[config.mk]
export PLATFORM = sky130hd
export DESIGN_NAME = binary_game_ctrl
export DESIGN_NICKNAME = d
export VERILOG_FILES = /design/src/rtl/binary_game_ctrl.sv
export SDC_FILE = /design/constraint.sdc
export NUM_CORES = 1
export LEC_CHECK = 0
export CAP_MARGIN = 20
export CORE_UTILIZATION = 35
export CTS_BUF_LIST = sky130_fd_sc_hd__clkbuf_4
export DETAILED_ROUTE_END_ITERATION = 10
export PLACE_DENSITY_LB_ADDON = 0.12
export SLEW_MARGIN = 25
export SYNTH_ARGS = -nofsm -noshare
export SYNTH_HDL_FRONTEND = slang
export SYNTH_SLANG_ARGS = --single-unit
[constraint.sdc]
create_clock -name clk -period 3.02 [get_ports clk]
set_input_delay 0.755 -clock clk [delete_from_list [all_inputs] [get_ports clk]]
set_output_delay 0.755 -clock clk [all_outputs]
set_load 0.05 [all_outputs]
[src/rtl/binary_game_ctrl.sv]
`default_nettype none
// ============================================================================
// Module  : binary_game_ctrl
// Brief   : Round sequencer for the binary-conversion game (timer pacing,
//           target draw, judging and scoring).
// Rev     : 1.0
// ============================================================================
module binary_game_ctrl #(
  parameter int         WIDTH     = 8,
  parameter int         TICK_DIV  = 100000000,
  parameter int         SCORE_W   = 8,
  parameter logic [7:0] LFSR_SEED = 8'hA5,
  parameter int         FLASH_CYC = 50000000
) (
  input  logic               clk,
  input  logic               rst,
  input  logic               start,
  input  logic               submit,
  input  logic [WIDTH-1:0]   guess,
  input  logic               game_end,
  output logic               timer_clr,
  output logic               tick,
  output logic [WIDTH-1:0]   target,
  output logic [SCORE_W-1:0] score,
  output logic [1:0]         state,
  output logic               correct,
  output logic               wrong
);

  localparam int c_div_w   = $clog2(TICK_DIV);
  localparam int c_flash_w = $clog2(FLASH_CYC + 1);
  localparam logic [c_div_w-1:0]   c_div_last  = c_div_w'(TICK_DIV - 1);
  localparam logic [c_div_w-1:0]   c_div_pen   = c_div_w'(TICK_DIV - 2);
  localparam logic [c_flash_w-1:0] c_flash_ld  = c_flash_w'(FLASH_CYC - 1);
  localparam logic [SCORE_W-1:0]   c_score_max = {SCORE_W{1'b1}};

  typedef enum logic [1:0] {
    S_IDLE  = 2'b00,
    S_PLAY  = 2'b01,
    S_JUDGE = 2'b10,
    S_OVER  = 2'b11
  } state_t;

  state_t               r_state, w_state_nxt;
  logic [7:0]           r_lfsr;
  logic [c_div_w-1:0]   r_div;
  logic [c_flash_w-1:0] r_flash;
  logic [WIDTH-1:0]     r_target, r_guess_q;
  logic [SCORE_W-1:0]   r_score;
  logic                 r_tick, r_timer_clr, r_correct, r_wrong;

  logic             w_fb, w_launch, w_match;
  logic [WIDTH-1:0] w_rand;

  assign w_fb     = r_lfsr[7] ^ r_lfsr[5] ^ r_lfsr[4] ^ r_lfsr[3];
  assign w_rand   = WIDTH'(r_lfsr);
  assign w_launch = ((r_state == S_IDLE) || (r_state == S_OVER)) && start;
  assign w_match  = (r_guess_q == r_target);

  always_ff @(posedge clk) begin
    if (!rst) r_state <= S_IDLE;
    else      r_state <= w_state_nxt;
  end

  // game_end outranks a simultaneous submit so the last press cannot score late
  always_comb begin
    w_state_nxt = r_state;
    case (r_state)
      S_IDLE:  if (start) w_state_nxt = S_PLAY;
      S_PLAY: begin
        if (game_end)    w_state_nxt = S_OVER;
        else if (submit) w_state_nxt = S_JUDGE;
      end
      S_JUDGE: w_state_nxt = game_end ? S_OVER : S_PLAY;
      S_OVER:  if (start) w_state_nxt = S_PLAY;
      default: w_state_nxt = S_IDLE;
    endcase
  end

  always_ff @(posedge clk) begin
    if (!rst) begin
      r_lfsr      <= LFSR_SEED;
      r_div       <= '0;
      r_tick      <= 1'b0;
      r_timer_clr <= 1'b0;
      r_score     <= '0;
      r_target    <= '0;
      r_guess_q   <= '0;
      r_flash     <= '0;
      r_correct   <= 1'b0;
      r_wrong     <= 1'b0;
    end else begin
      r_lfsr      <= {r_lfsr[6:0], w_fb};
      r_timer_clr <= w_launch;
      r_tick      <= 1'b0;

      if (w_launch) begin
        r_score  <= '0;
        r_target <= w_rand;
        r_div    <= '0;
      end else if ((r_state == S_PLAY) || (r_state == S_JUDGE)) begin
        r_div  <= (r_div == c_div_last) ? '0 : r_div + c_div_w'(1);
        r_tick <= (w_state_nxt != S_OVER) && (r_div == c_div_pen);
      end

      if ((r_state == S_PLAY) && submit && !game_end)
        r_guess_q <= guess;

      // One shared counter times whichever indicator the latest judgment set
      if (r_state == S_JUDGE) begin
        r_flash   <= c_flash_ld;
        r_correct <= w_match;
        r_wrong   <= !w_match;
        if (w_match) begin
          if (r_score != c_score_max) r_score <= r_score + SCORE_W'(1);
          r_target <= (w_rand == r_target) ? (w_rand ^ WIDTH'(1)) : w_rand;
        end
      end else if (r_flash != '0) begin
        r_flash <= r_flash - c_flash_w'(1);
      end else begin
        r_correct <= 1'b0;
        r_wrong   <= 1'b0;
      end
    end
  end

  assign timer_clr = r_timer_clr;
  assign tick      = r_tick;
  assign target    = r_target;
  assign score     = r_score;
  assign state     = r_state;
  assign correct   = r_correct;
  assign wrong     = r_wrong;

endmodule
`default_nettype wire
; After elaboration in Yosys (flattened, before gate mapping)
; Cells that the tools add are included.
; W data, S select, Z words.
[classes]
addsub = 3
n_eq_ne = 10
n_mux = 19
n_reduce_logical = 15
bitwise_logic = 6
[ops]
columns = cell, count
row1 = $mux W8, 7
row2 = $eq A27 B27 Y1 const B, 2
row3 = $mux W26, 2
row4 = $add A27 B1 Y27 const B, 1
row5 = $mux W27, 1
row6 = $reduce_bool A26 Y1, 1
row7 = $sub A26 B1 Y26 const B, 1
row8 = $eq A8 B8 Y1, 2
row9 = $add A8 B1 Y8 const B, 1
row10 = $mux W2, 4
row11 = $ne A8 B8 Y1 const B, 1
row12 = $pmux W2 S3, 1
row13 = $reduce_or A2 Y1, 3
row14 = $eq A2 B2 Y1 const B, 2
row15 = $logic_and A1 B1 Y1, 4
row16 = $mux W1, 4
row17 = $ne A2 B2 Y1 const B, 2
row18 = $not A1 Y1, 3
row19 = $reduce_or A3 Y1, 1
row20 = $xor A1 B1 Y1, 3
row21 = $eq A2 B1 Y1 const B, 1
row22 = $logic_not A1 Y1, 2
row23 = $logic_not A2 Y1, 1
row24 = $logic_or A1 B1 Y1, 2
row25 = $reduce_bool A2 Y1, 1
[totals]
ff_bits = 91
wordCells = 65

; Longest topological paths before layout
; Gate-level depths: netlist of run 1.
[logic_depth]
ltp_word = 7
ltp_mapped = 9

; Worst setup path after synthesis of run 1
; Ideal clock, no wire load.
[synth_path]
path_kind = reg2reg
from = register r_flash[0]
to = register r_flash[14]
required_time_ns = 2.900
arrival_ns = 2.450
n_path_buf = 2
setup_time_ns = 0.120
synth_period_minus_slack_ns = 2.570
stages_incl_launch_ff = 10
slack_ns = 0.450
path_cell_list = dfxtp_1 inv_1 ha_1 or4b_2 or4_1 nor3_1 clkbuf_2 buf_4 nor3_1 o31a_1
[synth_via]
elab_chain_cells = 3
elab_cells_between_ends = 5
cone_classes = 1 x add/sub / 2 x mux / 2 x reduce/logical
[synth_rtl]
columns = item, line
row1 = start: declaration, 47  ; logic [c_flash_w-1:0] r_flash;
row2 = start signal: assignment, 111  ; r_flash <= c_flash_ld;
row3 = start signal: assignment, 119  ; r_flash <= r_flash - c_flash_w'(1);
row4 = $sub A26 B1 Y26, 119
row5 = $mux W26, 118  ; end else if (r_flash != '0) begin
row6 = $mux W26, 110  ; if (r_state == S_JUDGE) begin
; Several ways; a longest one is shown, not always the timed one. The select of a mux whose other input is x is not followed.
; A chain may end at the register's enable or synchronous reset.

; Worst setup path after layout of run 1
[layout_path]
from = register r_flash[0]
to = register r_flash[1]
; Same word-level chain as after synthesis.

==> results of run 1 <==
==> flip-flops by register name, indices dropped and copies added (netlist names) <==
signal	flops
correct	1
r_guess_q	8
r_div	27
score	8
r_flash	26
r_lfsr	8
state	2
tick	1
timer_clr	1
target	8
wrong	1
==> worst max-delay path by stage <==
stage / end / slack (ns)
floorplan: r_flash[14]$_SDFFE_PN0P_ / 0.45
global placement: r_flash[6]$_SDFFE_PN0P_ / 0.46
detailed placement: r_flash[1]$_SDFFE_PN0P_ / 0.44
CTS: r_flash[1]$_SDFFE_PN0P_ / 0.37
global route: r_flash[5]$_SDFFE_PN0P_ / 0.19
finish: r_flash[1]$_SDFFE_PN0P_ / 0.36
==> critical path, delay by kind of cell (launching register included) <==
family / cells / cell delay, ns
DFF: 1 / 0.36
muxes: 1 / 0.15
adders and majority gates: 1 / 0.16
and+or+nand+nor: 3 / 1.63
AOI/OAI and AO/OA: 1 / 0.17
buffers and inverters: 1 / 0.09
==> cell usage in the layout (no fill, tap or decap), types with 3 or more instances in the layout <==
master,count
sky130_fd_sc_hd__dfxtp_1,91
sky130_fd_sc_hd__nor2_1,46
sky130_fd_sc_hd__xnor2_1,35
sky130_fd_sc_hd__clkdlybuf4s50_1,34
sky130_fd_sc_hd__nand2_1,26
sky130_fd_sc_hd__nor4_1,20
sky130_fd_sc_hd__mux2i_1,19
sky130_fd_sc_hd__nor2b_1,18
sky130_fd_sc_hd__inv_1,16
sky130_fd_sc_hd__nand3_1,16
sky130_fd_sc_hd__or4_1,15
sky130_fd_sc_hd__xor2_1,14
sky130_fd_sc_hd__o21ai_0,13
sky130_fd_sc_hd__clkbuf_4,12
sky130_fd_sc_hd__nand4_1,11
sky130_fd_sc_hd__nor3_1,11
sky130_fd_sc_hd__or3_1,10
sky130_fd_sc_hd__a21oi_1,10
sky130_fd_sc_hd__buf_4,10
sky130_fd_sc_hd__and2_1,8
sky130_fd_sc_hd__o31a_1,8
sky130_fd_sc_hd__o21a_1,8
sky130_fd_sc_hd__ha_1,8
sky130_fd_sc_hd__nand2b_1,7
sky130_fd_sc_hd__o31ai_1,7
sky130_fd_sc_hd__a31oi_1,7
sky130_fd_sc_hd__and3_1,6
sky130_fd_sc_hd__o211ai_1,5
sky130_fd_sc_hd__and4_1,4
sky130_fd_sc_hd__or3_2,4
sky130_fd_sc_hd__nand3b_1,3
sky130_fd_sc_hd__nor3b_1,3
sky130_fd_sc_hd__o31a_2,3
==> final cells by class <==
class	instances	area, um^2
fillers	1263	7090
flip-flops and latches	91	1820
well taps	168	210
clock buffers	12	90.1
multi-input cells	362	2400
repair buffers	44	415
clock inverters	3	16.3
inverters	17	63.8
==> power by group <==
| group | switching, mW | leakage, nW | internal, mW |
|---|---|---|---|
| sequential | 0.226 | 0.742 | 1.42 |
| clock | 0.395 | 0.0608 | 0.189 |
| combinational | 1.04 | 0.928 | 0.731 |
| total | 1.66 | 1.73 | 2.34 |
==> through the flow <==
step	hold slack [ns]	instance area [um^2]	utilization, %	cells
after floorplan	0.437	4370	-	491
after global placement	0.458	4910	40.6	682
after detailed placement	0.456	4910	40.6	682
after CTS	0.481	5020	41.4	697
after global routing	0.505	5020	41.4	697
final	0.477	5020	41.4	697
==> metal layers <==
layer	vias to the layer above	part of all wire [%]	GRT usage (%)
li1	1824	-	-
met3	8	3.1	5.31
met5	-	0	0
met1	1652	51	22.1
met4	0	1.3	4.21
met2	45	45	25.6
==> cell families after synthesis <==
kind of cell               count (synthesis)  share of synthesized area (%)
adders and majority gates                  8                           2.29
xor gates and xnor gates                  49                           9.82
and+or+nand+nor                          216                           27.3
AOI/OAI and AO/OA                         70                           11.1
muxes                                     19                           4.35
DFF                                       91                           41.7
buffers and inverters                     38                           3.47
==> run summary, run 1 <==
Proportion of layout cells with a drive suffix above 1: 7.18%. Critical path endpoint category: a flop. The tools report the startpoint of the most critical hold path as r_flash[11]$_SDFFE_PP0P_. After clock tree synthesis, the repair step resized 0 gates.

The relative max-transition margin was 36.7%; the cell area power density was 798 nW/um^2. Input and output buffers added on the ports amount to 34. The final critical path time including I/O delays and setup was 2.66 ns. The tools report the routed wire length as 9740 um. Entering global routing, the biggest net connects 26 pins. Setup slack on the worst reg-to-reg path comes out at 0.36 ns. The worst register-to-register path begins at r_flash[0]$_SDFFE_PN0P_. Cell with the biggest individual delay on the critical path: sky130_fd_sc_hd__or4b_2. At the pin with the least slew margin, the transition time is 0.943 ns. The region available for standard cell placement spans 12100 um^2.

For the number of levels in the clock H-tree, the log shows 3. Capture point of the worst reg-to-reg path: r_flash[1]$_SDFFE_PN0P_. The run gives 0 as the count of final hold-check violations.

The commonest cells after synthesis are 91 x sky130_fd_sc_hd__dfxtp_1, 46 x sky130_fd_sc_hd__nor2_1, 35 x sky130_fd_sc_hd__xnor2_1. The tools report the final worst clock skew as 0.0145 ns. In the routed design, unresolved DRC markers number 0. At the end of routability-driven placement, the weighted congestion stood at 0.816. The average cell area after synthesis came out at 8.90 um^2. The tools report the startpoint kind of the worst setup timing path as a flop. The proportion of netlist area held by the largest area contributor works out to 41.7%. In this design, the stage delay of the slowest critical-path cell is 0.59 ns. Summed over all layers, the global routing overflow is 0. The cell count after synthesis came out at 491. Ranked by total cell area, the synthesized netlist is headed by sky130_fd_sc_hd__dfxtp_1 42%, sky130_fd_sc_hd__xnor2_1 7.0%, sky130_fd_sc_hd__mux2i_1 4.4%. Summed over all cells, the static leakage comes to 1.73 nW.

In the global route stage, overall resource usage came out at 16.5%. The peak clock frequency supported by timing came out at 376 MHz. The average vias per placed instance was 5.06. The total of endpoints with negative setup slack in the final report is 0. The tools report the endpoint with the worst hold slack as r_flash[11]$_SDFFE_PP0P_. In this run the worst path has a maximum fanout of 5. The tools report the critical path data arrival time as 3.01 ns.

The beginning of the critical path is r_flash[0]$_SDFFE_PN0P_. In the post-synthesis netlist, the cell with the most instances is sky130_fd_sc_hd__dfxtp_1. The die area is 12900 um^2, and the post-place setup slack is 0.435 ns. The tools report the final number of max-transition violations as 0. During I/O placement, the number of pins put on the boundary was 35.

Setup repair after global routing left no endpoint under its margin. Yosys printed 0 warnings. Layout-stage area growth over the synthesis result: 14.9%. The die span in x works out to 114 um. In this run, the number of DRC markers left after iteration 0 of detailed routing was 156. The remaining number of nets flagged by the antenna check after routing was 0; the length of the first detailed-routing pass in iterations was 4.

For the worst setup path, the data required time is 3.37 ns. Summed over all instances, the cell type with the most area after synthesis is sky130_fd_sc_hd__dfxtp_1. For the effective utilization at floorplan, the log shows 36.1%.

Once routing completed, OpenROAD measured the worst setup slack at 0.363 ns. The flow ran to the end, and the final reports show no timing, DRC or antenna violations. Walking the worst path, the cells encountered are inv_1 -> ha_1 -> or4b_2 -> or4_1 -> or3_2 -> mux2i_1 -> o21a_1.

Counting cells, the worst reg-to-reg path comes to 7. The overall power of the completed layout is 4.01 mW, and the average wire per standard cell is 14.0 um. The worst-case IR drop observed on VDD is 0.259 mV. The worst setup path is of the reg2reg kind. The latest clock arrival within the worst-skew pair was 0.45 ns; the number of storage elements in the synthesis netlist was 91. The wire length of the first global-routing pass is 16700 um.

The total via count after detailed routing is 3529. For this run, asynchronously set or reset flops after synthesis account for 0%. Hold repair after CTS inserted 0 buffers. The tools report the total clock buffers created by CTS as 9. The predominant post-synthesis flop cell is sky130_fd_sc_hd__dfxtp_1.

After synthesis, flip-flops and latches occupy 41.7% of the total area. Summing every instance area after synthesis gives 4370 um^2. The number of max-capacitance violations reported is 0, and the placed wire-length estimate is 6760 um.

The net count of the finished layout was 546; the overall die height was 114 um. The net count after synthesis was 512; the maximum buffer depth of the clock tree was 2. The tree built by TritonCTS fans out to 91 sinks. Along the worst hold path, the cell count comes to 2.

The cell sitting at the root of the clock tree is a sky130_fd_sc_hd__clkbuf_4. The floorplan has 40 rows. The number of distinct library cells after synthesis is 49, and the via count of the first global-routing pass is 3335. For the number of antenna repair diodes, the log shows 0. The number of antenna violations at the first check in global routing was 0. The class of the worst hold path was reg2reg. Clock-pin slew was measured on the worst setup and hold paths at 0.13 ns.

TritonCTS built the clock tree. After routing, the total negative slack on setup checks comes to 0 ns. The synthesized design contains 0 enable-type register cells. In this run the post-CTS setup repair buffer count came out at 0.

The final period utilization was 88.0%.
No activity file was read; power rests on OpenSTA's default activity.
==> run 2: changes to the inputs <==
--- a/config.mk
+++ b/config.mk
@@ -5,10 +5,10 @@
 export SDC_FILE = /design/constraint.sdc
 export NUM_CORES = 1
 export LEC_CHECK = 0
-export CAP_MARGIN = 20
 export CORE_UTILIZATION = 35
 export CTS_BUF_LIST = sky130_fd_sc_hd__clkbuf_4
 export DETAILED_ROUTE_END_ITERATION = 10
+export GPL_ROUTABILITY_DRIVEN = 0
 export PLACE_DENSITY_LB_ADDON = 0.12
 export SLEW_MARGIN = 25
 export SYNTH_ARGS = -nofsm -noshare
==> constraint.sdc (replaced) <==
create_clock -name clk -period 2.3 [get_ports clk]
set_input_delay 0.575 -clock clk [delete_from_list [all_inputs] [get_ports clk]]
set_output_delay 0.575 -clock clk [all_outputs]
set_load 0.05 [all_outputs]
==> run 2 against run 1 <==
Compared with the run above: critical path depth fell by 2; sequential power grew 31%; global-route usage increased by 0.84 points; fmax increased by 17%; hold slack better by 0.011 ns; register-to-register slack got worse by 0.34 ns; clock skew fell by 0.0023 ns; final cell count rose by 5.6%; sequential cell count unchanged; setup slack got worse by 0.34 ns; final area grew 8.4%; utilization grew 3.5 points; critical path type unchanged; largest cell class unchanged.
==> run summary, run 2 (synthesis gave the netlist of run 1 again) <==
Final critical path time including I/O delays and setup: 2.28 ns (-0.378 ns). The overall die height is 114 um (unchanged). The global-route congestion overflow total was 0 (unchanged); the proportion of layout cells with a drive suffix above 1 was 17.1% (+9.9 points). The library cells used most frequently in the layout, excluding fill and tap cells, are 83 x sky130_fd_sc_hd__dfxtp_1, 46 x sky130_fd_sc_hd__nor2_1, 41 x sky130_fd_sc_hd__buf_4. The worst setup path is of the reg2reg kind.

The final worst clock skew is 0.0123 ns (-0.00226 ns). The hold-critical path depth is 2 (unchanged), and the I/O pin count is 35 (unchanged). STA classifies the critical path startpoint as a flop. The DRC marker count from the first detailed-route iteration was 171 (+9.6%). In this run the worst hold path is classified as reg2reg. The run gives 3679 (+4.3%) as the total via count after detailed routing. The cell depth of the worst flop-to-flop path is 5 (-2). The clock input transition at the sequential cells of the worst setup and hold paths came out at 0.14 ns (about the same).

The via count of the first global-routing pass is 3598 (+7.9%), and the tightest hold margin is 0.488 ns (+0.0111 ns). The met3 track demand over resource was 5.21% (-0.11 points). The number of inserted filler cells in the final layout came out at 1243 (-1.6%). The tools report the area of all placed cells without fillers as 5440 um^2 (+8.4%). The logs give 583 (+6.8%) for the net count of the finished layout and 17700 um (+5.9%) for the wire length of the first global-routing pass. The die area was 12900 um^2 (unchanged). In this run the most critical hold path is launched from correct$_SDFFE_PN0P_. For the met2 track demand over resource in global routing, the log shows 27.9% (+2.4 points).

The logs give 0 (unchanged) for the count of hold buffers inserted by post-cts repair and 1830 um^2 (+0.55%) for the flip-flop and latch area. The count of final hold-check violations is 0 (unchanged). Average wire per standard cell: 13.9 um (-0.53%). In the final layout, the registers with the most flip-flops are r_div (27), r_flash (26). The die span in x came out at 114 um (unchanged). In this run the most used layer during global routing was met2. The post-place setup slack was -0.0162 ns (-0.451 ns); the relative max-transition margin was 51.5% (+15 points). The area of the placeable core came out at 12100 um^2 (unchanged). The final period utilization is 99.1% (+11 points), and the number of placement rows is 40 (unchanged). The run finished with clean final reports. The run gives 3 (unchanged) as the number of levels in the clock H-tree. The peak fanout along the critical path works out to 4 (-1). Leaving out fill and tap cells, the most frequent cell in the layout is sky130_fd_sc_hd__dfxtp_1.

The tools report the worst vdd rail ir drop as 0.519 mV (+100%). The switching power share of the total is 39.1% (-2.4 points). The worst endpoint required time was 2.69 ns (-0.68 ns); the internal cell power was 3.83 mW (+64%).

Setup slack on the worst flop-to-flop path: 0.02 ns (-0.34 ns). The run gives 1 (+1) as the number of antenna violations at the first check in global routing. TritonCTS built the clock tree. The tools report the total global routing track utilization as 17.3% (+0.84 points). The layout-stage area growth over the synthesis result works out to 24.5%. For the share of power burned in registers, the log shows 34.3% (-6.9 points).

The length of the first detailed-routing pass in iterations was 4 (unchanged); the maximum buffer depth of the clock tree was 2 (unchanged). The transition at the pin with the smallest max-transition slack was 0.723 ns (-0.220 ns). The part of the power in the clock network was 16.2% (+1.6 points); the total of endpoints with negative setup slack in the final report was 0 (unchanged). The cell area power density is 1160 nW/um^2 (+45%), and the peak clock frequency supported by timing is 439 MHz (+17%). The number of flip-flops under the largest register name works out to 27 (unchanged). Setup repair after global routing could not meet its margin everywhere. The tools report the met1 usage in global routing as 22.6% (+0.47 points).

The aggregate negative setup slack is 0 ns (unchanged), and the number of input and output port buffers inserted is 34 (unchanged). For the total clock buffers created by CTS, the log shows 9 (unchanged). The combinational share of power was 49.6% (+5.4 points). The tools report the overall power of the completed layout as 6.30 mW (+57%). The area used by multi-input combinational logic is 2470 um^2 (+3.0%), and the final number of max-transition violations is 0 (unchanged). The reported net switching power is 2.46 mW (+48%). STA classifies the critical path endpoint as a flop. The total number of clock tree sinks came out at 91 (unchanged). The run gives 0.0218 ns (-0.342 ns) as the minimum setup slack in the final design. The critical path data arrival time is 2.67 ns (-0.34 ns). The tools report the routed wire length as 10200 um (+5.0%).

The register ranked first by flip-flop count is r_div. The run gives 0 (unchanged) as the number of max-capacitance violations reported. The total leakage power was 2.07 nW (+19%). The placed wire-length estimate came out at 7190 um (+6.2%). In this run the critical register-to-register path is launched from r_flash[9]$_SDFFE_PP0P_.

The tree is rooted in a sky130_fd_sc_hd__clkbuf_4. Endpoint with the worst hold slack: correct$_SDFFE_PN0P_. The logs give 0.45 ns (about the same) for the latest clock arrival within the worst-skew pair and 36.1% (unchanged) for the effective utilization at floorplan.

The pin count of the biggest net entering global routing came out at 29 (+12%). The run gives 0 (unchanged) as the total DRC errors in the routed layout. Remaining number of nets flagged by the antenna check after routing: 0 (unchanged). The average vias per placed instance came out at 5.00 (-1.3%). The tools report the capture point of the worst reg-to-reg path as r_flash[15]$_SDFFE_PN0P_. The tools report the cell area after placement as 5190 um^2 (+5.7%).
## run 2: repair_timing
item | 4_1_cts | 5_1_grt
pin swaps | 1 | 1
buffers inserted | 1 | 1
cloned | 1 | 1
resized for setup | 20 | 17
endpoints found under the setup margin | 24 | 20
hold endpoints to repair | 0 | 0
## run 2: power groups by stage
stage | clock network (mW) | registers [mW] | logic [mW]
5_1_grt | 1.13 | 2.20 | 3.44
6_report | 1.02 | 2.16 | 3.12
2_1_floorplan | 0 | 2.36 | 1.69
4_1_cts | 1.07 | 2.14 | 2.93
3_5_place_dp | 0 | 2.17 | 2.87
3_3_place_gp | 0 | 2.16 | 2.84
## run 2: worst max-delay path by stage
stage                                       start                        to  slack (ns)  cells past startpoint
after floorplan           r_flash[4]$_SDFFE_PN0P_  r_flash[15]$_SDFFE_PN0P_       -0.09                      7
after global placement    r_flash[0]$_SDFFE_PN0P_  r_flash[12]$_SDFFE_PN0P_      -0.002                      8
after detailed placement  r_flash[4]$_SDFFE_PN0P_  r_flash[13]$_SDFFE_PN0P_       -0.02                      7
after CTS                     score[3]$_SDFF_PN0_                  score[3]       0.002                      1
after global routing      r_flash[1]$_SDFFE_PN0P_  r_flash[12]$_SDFFE_PN0P_       -0.04                      8
final                     r_flash[9]$_SDFFE_PP0P_  r_flash[15]$_SDFFE_PN0P_        0.02                      5
## run 2: metal layers
layer / wire [um] / vias up
met3: 478 / 6
met4: 97 / 0
met1: 4930 / 1716
met5: 0 / -
li1: - / 1895
met2: 4720 / 62
## run 2: worst max-delay path: stages, from the launching register on
cell                      delay, ns
sky130_fd_sc_hd__dfxtp_2       0.35
sky130_fd_sc_hd__or4_4         0.53
sky130_fd_sc_hd__or3_4         0.42
sky130_fd_sc_hd__or4_4         0.49
sky130_fd_sc_hd__or3_1         0.32
sky130_fd_sc_hd__a31oi_1       0.12
## run 2: cell type report
cell class	instances	share of cell area, %
clock inverters	6	1.63
diodes	1	0.0460
multi-input cells	362	45.4
clock buffers	10	1.38
repair buffers	81	12.8
well taps	168	3.86
flip-flops and latches	91	33.7
inverters	17	1.17
## run 2: through the flow
step / util [%] / std cells
2_1_floorplan: - / 491
3_3_place_gp: 42.9 / 715
3_5_place_dp: 42.9 / 715
4_1_cts: 44.3 / 733
5_1_grt: 44.9 / 736
6_report: 44.9 / 736
==> run 3: changes to the inputs <==
--- a/config.mk
+++ b/config.mk
@@ -5,11 +5,13 @@
 export SDC_FILE = /design/constraint.sdc
 export NUM_CORES = 1
 export LEC_CHECK = 0
-export CORE_UTILIZATION = 35
+export CELL_PAD_IN_SITES_DETAIL_PLACEMENT = 1
+export CELL_PAD_IN_SITES_GLOBAL_PLACEMENT = 2
+export CORE_UTILIZATION = 34
 export CTS_BUF_LIST = sky130_fd_sc_hd__clkbuf_4
 export DETAILED_ROUTE_END_ITERATION = 10
 export GPL_ROUTABILITY_DRIVEN = 0
-export PLACE_DENSITY_LB_ADDON = 0.12
+export PLACE_DENSITY = 0.78
 export SLEW_MARGIN = 25
 export SYNTH_ARGS = -nofsm -noshare
 export SYNTH_HDL_FRONTEND = slang
==> run 3 against run 2 <==
Compared with the run above: final cell count rose by 0.27%; fmax is 0.61% lower; largest cell class unchanged; global-route usage grew 1.0 points.
==> run summary, run 3 (synthesis gave the netlist of run 1 again) <==
Compared with the post-synthesis result, the final layout area differs by 24.7%. Setup repair after global routing could not meet its margin everywhere. The run gives 0 (unchanged) as the total of endpoints with negative setup slack in the final report.

The proportion of layout cells with a drive suffix above 1 works out to 17.5% (+0.38 points). The run finished with clean final reports. The total global routing track utilization is 18.4% (+1.0 points), and the setup slack on the worst flop-to-flop path is 0.008 ns (about the same). The final number of max-transition violations was 0 (unchanged); the number of levels in the clock H-tree was 3 (unchanged). Total via count after detailed routing: 3827 (+4.0%).

Latest clock arrival within the worst-skew pair: 0.47 ns (+0.02 ns). I/O pin count: 35 (unchanged). The run gives 8220 um (+14%) as the placed wire-length estimate. The worst setup path is captured at a flop. The run gives 92 (-46%) as the DRC marker count from the first detailed-route iteration.

The run gives 33 (+14%) as the pin count of the biggest net entering global routing. The average vias per placed instance is 5.19 (+3.7%), and the transition at the pin with the smallest max-transition slack is 0.599 ns (-0.124 ns). The final period utilization works out to 99.7% (+0.61 points). Path type of the worst setup path: reg2reg. The tools report the count of final hold-check violations as 0 (unchanged).

The library cell used as clock root buffer was sky130_fd_sc_hd__clkbuf_4. The aggregate negative setup slack is 0 ns (unchanged), and the number of antenna repair diodes is 0 (-1). Leaving out fill and tap cells, the most frequent cells in the layout are 84 x sky130_fd_sc_hd__dfxtp_1, 46 x sky130_fd_sc_hd__nor2_1, 42 x sky130_fd_sc_hd__buf_4. The final critical path time including I/O delays and setup was 2.29 ns (+0.0140 ns).

TritonCTS built the clock tree. r_div holds more flip-flops than any other register. The die span in x came out at 115 um (+1.4%). The worst vdd rail ir drop is 0.525 mV (+1.2%), and the worst endpoint required time is 2.66 ns (-0.03 ns). The average wire per standard cell came out at 15.6 um (+12%). The maximum buffer depth of the clock tree was 2 (unchanged). The path class of the tightest hold or removal check is reg2reg.

For the total DRC errors in the routed layout, the log shows 0 (unchanged). For the number of antenna violations at the first check in global routing, the log shows 0 (-1). The overall die height is 115 um (+1.4%). Clock input transition at the sequential cells of the worst setup and hold paths: 0.15 ns (about the same).

The run gives 2.65 ns (-0.02 ns) as the critical path data arrival time. For the die area, the log shows 13300 um^2 (+2.9%). The largest registers in the layout are r_div (27), r_flash (26).

Leading cell type in the layout, fill and taps excluded: sky130_fd_sc_hd__dfxtp_1. The number of flip-flops under the largest register name was 27 (unchanged); the relative max-transition margin was 59.7% (+8.2 points). The total clock buffers created by CTS is 9 (unchanged). The number of placement rows came out at 41 (+2.5%). The run gives 12600 um^2 (+3.8%) as the area of the placeable core. Startpoint kind of the worst setup timing path: a flop. The tools report the count of hold buffers inserted by post-cts repair as 0 (unchanged). The tools report the global-route congestion overflow total as 0 (unchanged).

The logs give 34.8% (-1.3 points) for the effective utilization at floorplan and 6.43 mW (+2.1%) for the overall power of the completed layout. The run gives 583 (unchanged) as the net count of the finished layout. The number of input and output port buffers inserted works out to 34 (unchanged). The run gives 2.05 nW (-0.74%) as the total leakage power. The remaining number of nets flagged by the antenna check after routing was 0 (unchanged). The routed wire length was 11500 um (+13%); the peak fanout along the critical path was 11 (+7). For the length of the first detailed-routing pass in iterations, the log shows 4 (unchanged).

The number of max-capacitance violations reported is 0 (unchanged). The peak clock frequency supported by timing is 436 MHz (-0.61%). The final worst clock skew was 0.0201 ns (+0.00788 ns); the cell area power density was 1180 nW/um^2 (+2.0%). The logs give 3839 (+6.7%) for the via count of the first global-routing pass and 19100 um (+8.3%) for the wire length of the first global-routing pass. The total number of clock tree sinks is 91 (unchanged).
[run 3: critical path, stage by stage (launching register included)]
cell and delay [ns]:
sky130_fd_sc_hd__dfxtp_2 0.35, sky130_fd_sc_hd__inv_2 0.06, sky130_fd_sc_hd__ha_2 0.15, sky130_fd_sc_hd__or4b_4 0.44, sky130_fd_sc_hd__or4_4 0.49, sky130_fd_sc_hd__nor3_4 0.18
sky130_fd_sc_hd__buf_6 0.19, sky130_fd_sc_hd__nor4_2 0.06, sky130_fd_sc_hd__o31a_1 0.27
[run 3: layout make-up]
| cell class | count | area, um^2 |
|---|---|---|
| Clock buffer | 12 | 90.1 |
| Clock inverter | 3 | 63.8 |
| Fill cell | 1496 | 7120 |
| Inverter | 17 | 63.8 |
| Multi-Input combinational cell | 362 | 2490 |
| Sequential cell | 91 | 1830 |
| Tap cell | 172 | 215 |
| Timing Repair Buffer | 81 | 693 |
[run 3: report_power, final]
part / switching, mW / internal [mW]
sequential: 0.270 / 1.88
clock: 0.537 / 0.470
combinational: 1.74 / 1.53
total: 2.55 / 3.88
[run 3: through the flow]
stage / util, % / instances / worst slack, ns / hold WS [ns] / area (um^2)
2_1_floorplan: - / 491 / -0.0918 / 0.437 / 4410
3_3_place_gp: 41.3 / 719 / -0.000829 / 0.462 / 5190
3_5_place_dp: 41.3 / 719 / -0.0395 / 0.477 / 5190
4_1_cts: 42.4 / 734 / 0.00165 / 0.495 / 5330
5_1_grt: 43.4 / 738 / -0.0584 / 0.517 / 5450
6_report: 43.4 / 738 / 0.00778 / 0.494 / 5450
[run 3: repair_timing]
item,4_1_cts,5_1_grt
pin swaps,2,7
resized for setup,20,23
cloned,0,0
setup buffers,0,4
endpoints found under the setup margin,27,19
[run 3: final timing paths]
path                           start                      end  cells after the start
max reg2reg  r_flash[0]$_SDFFE_PN0P_  r_flash[5]$_SDFFE_PN0P_                      8
max          r_flash[0]$_SDFFE_PN0P_  r_flash[5]$_SDFFE_PN0P_                      8
min             r_lfsr[2]$_SDFF_PN1_     r_lfsr[3]$_SDFF_PN0_                      1
min reg2reg     r_lfsr[2]$_SDFF_PN1_     r_lfsr[3]$_SDFF_PN0_                      1
[run 3: per-layer routing]
metal,vias up,wire (um),global-route usage (%)
li1,1889,-,-
met1,1881,5380,23.9
met2,39,5590,30.4
met3,18,342,3.00
met4,0,199,7.19
met5,-,0,0
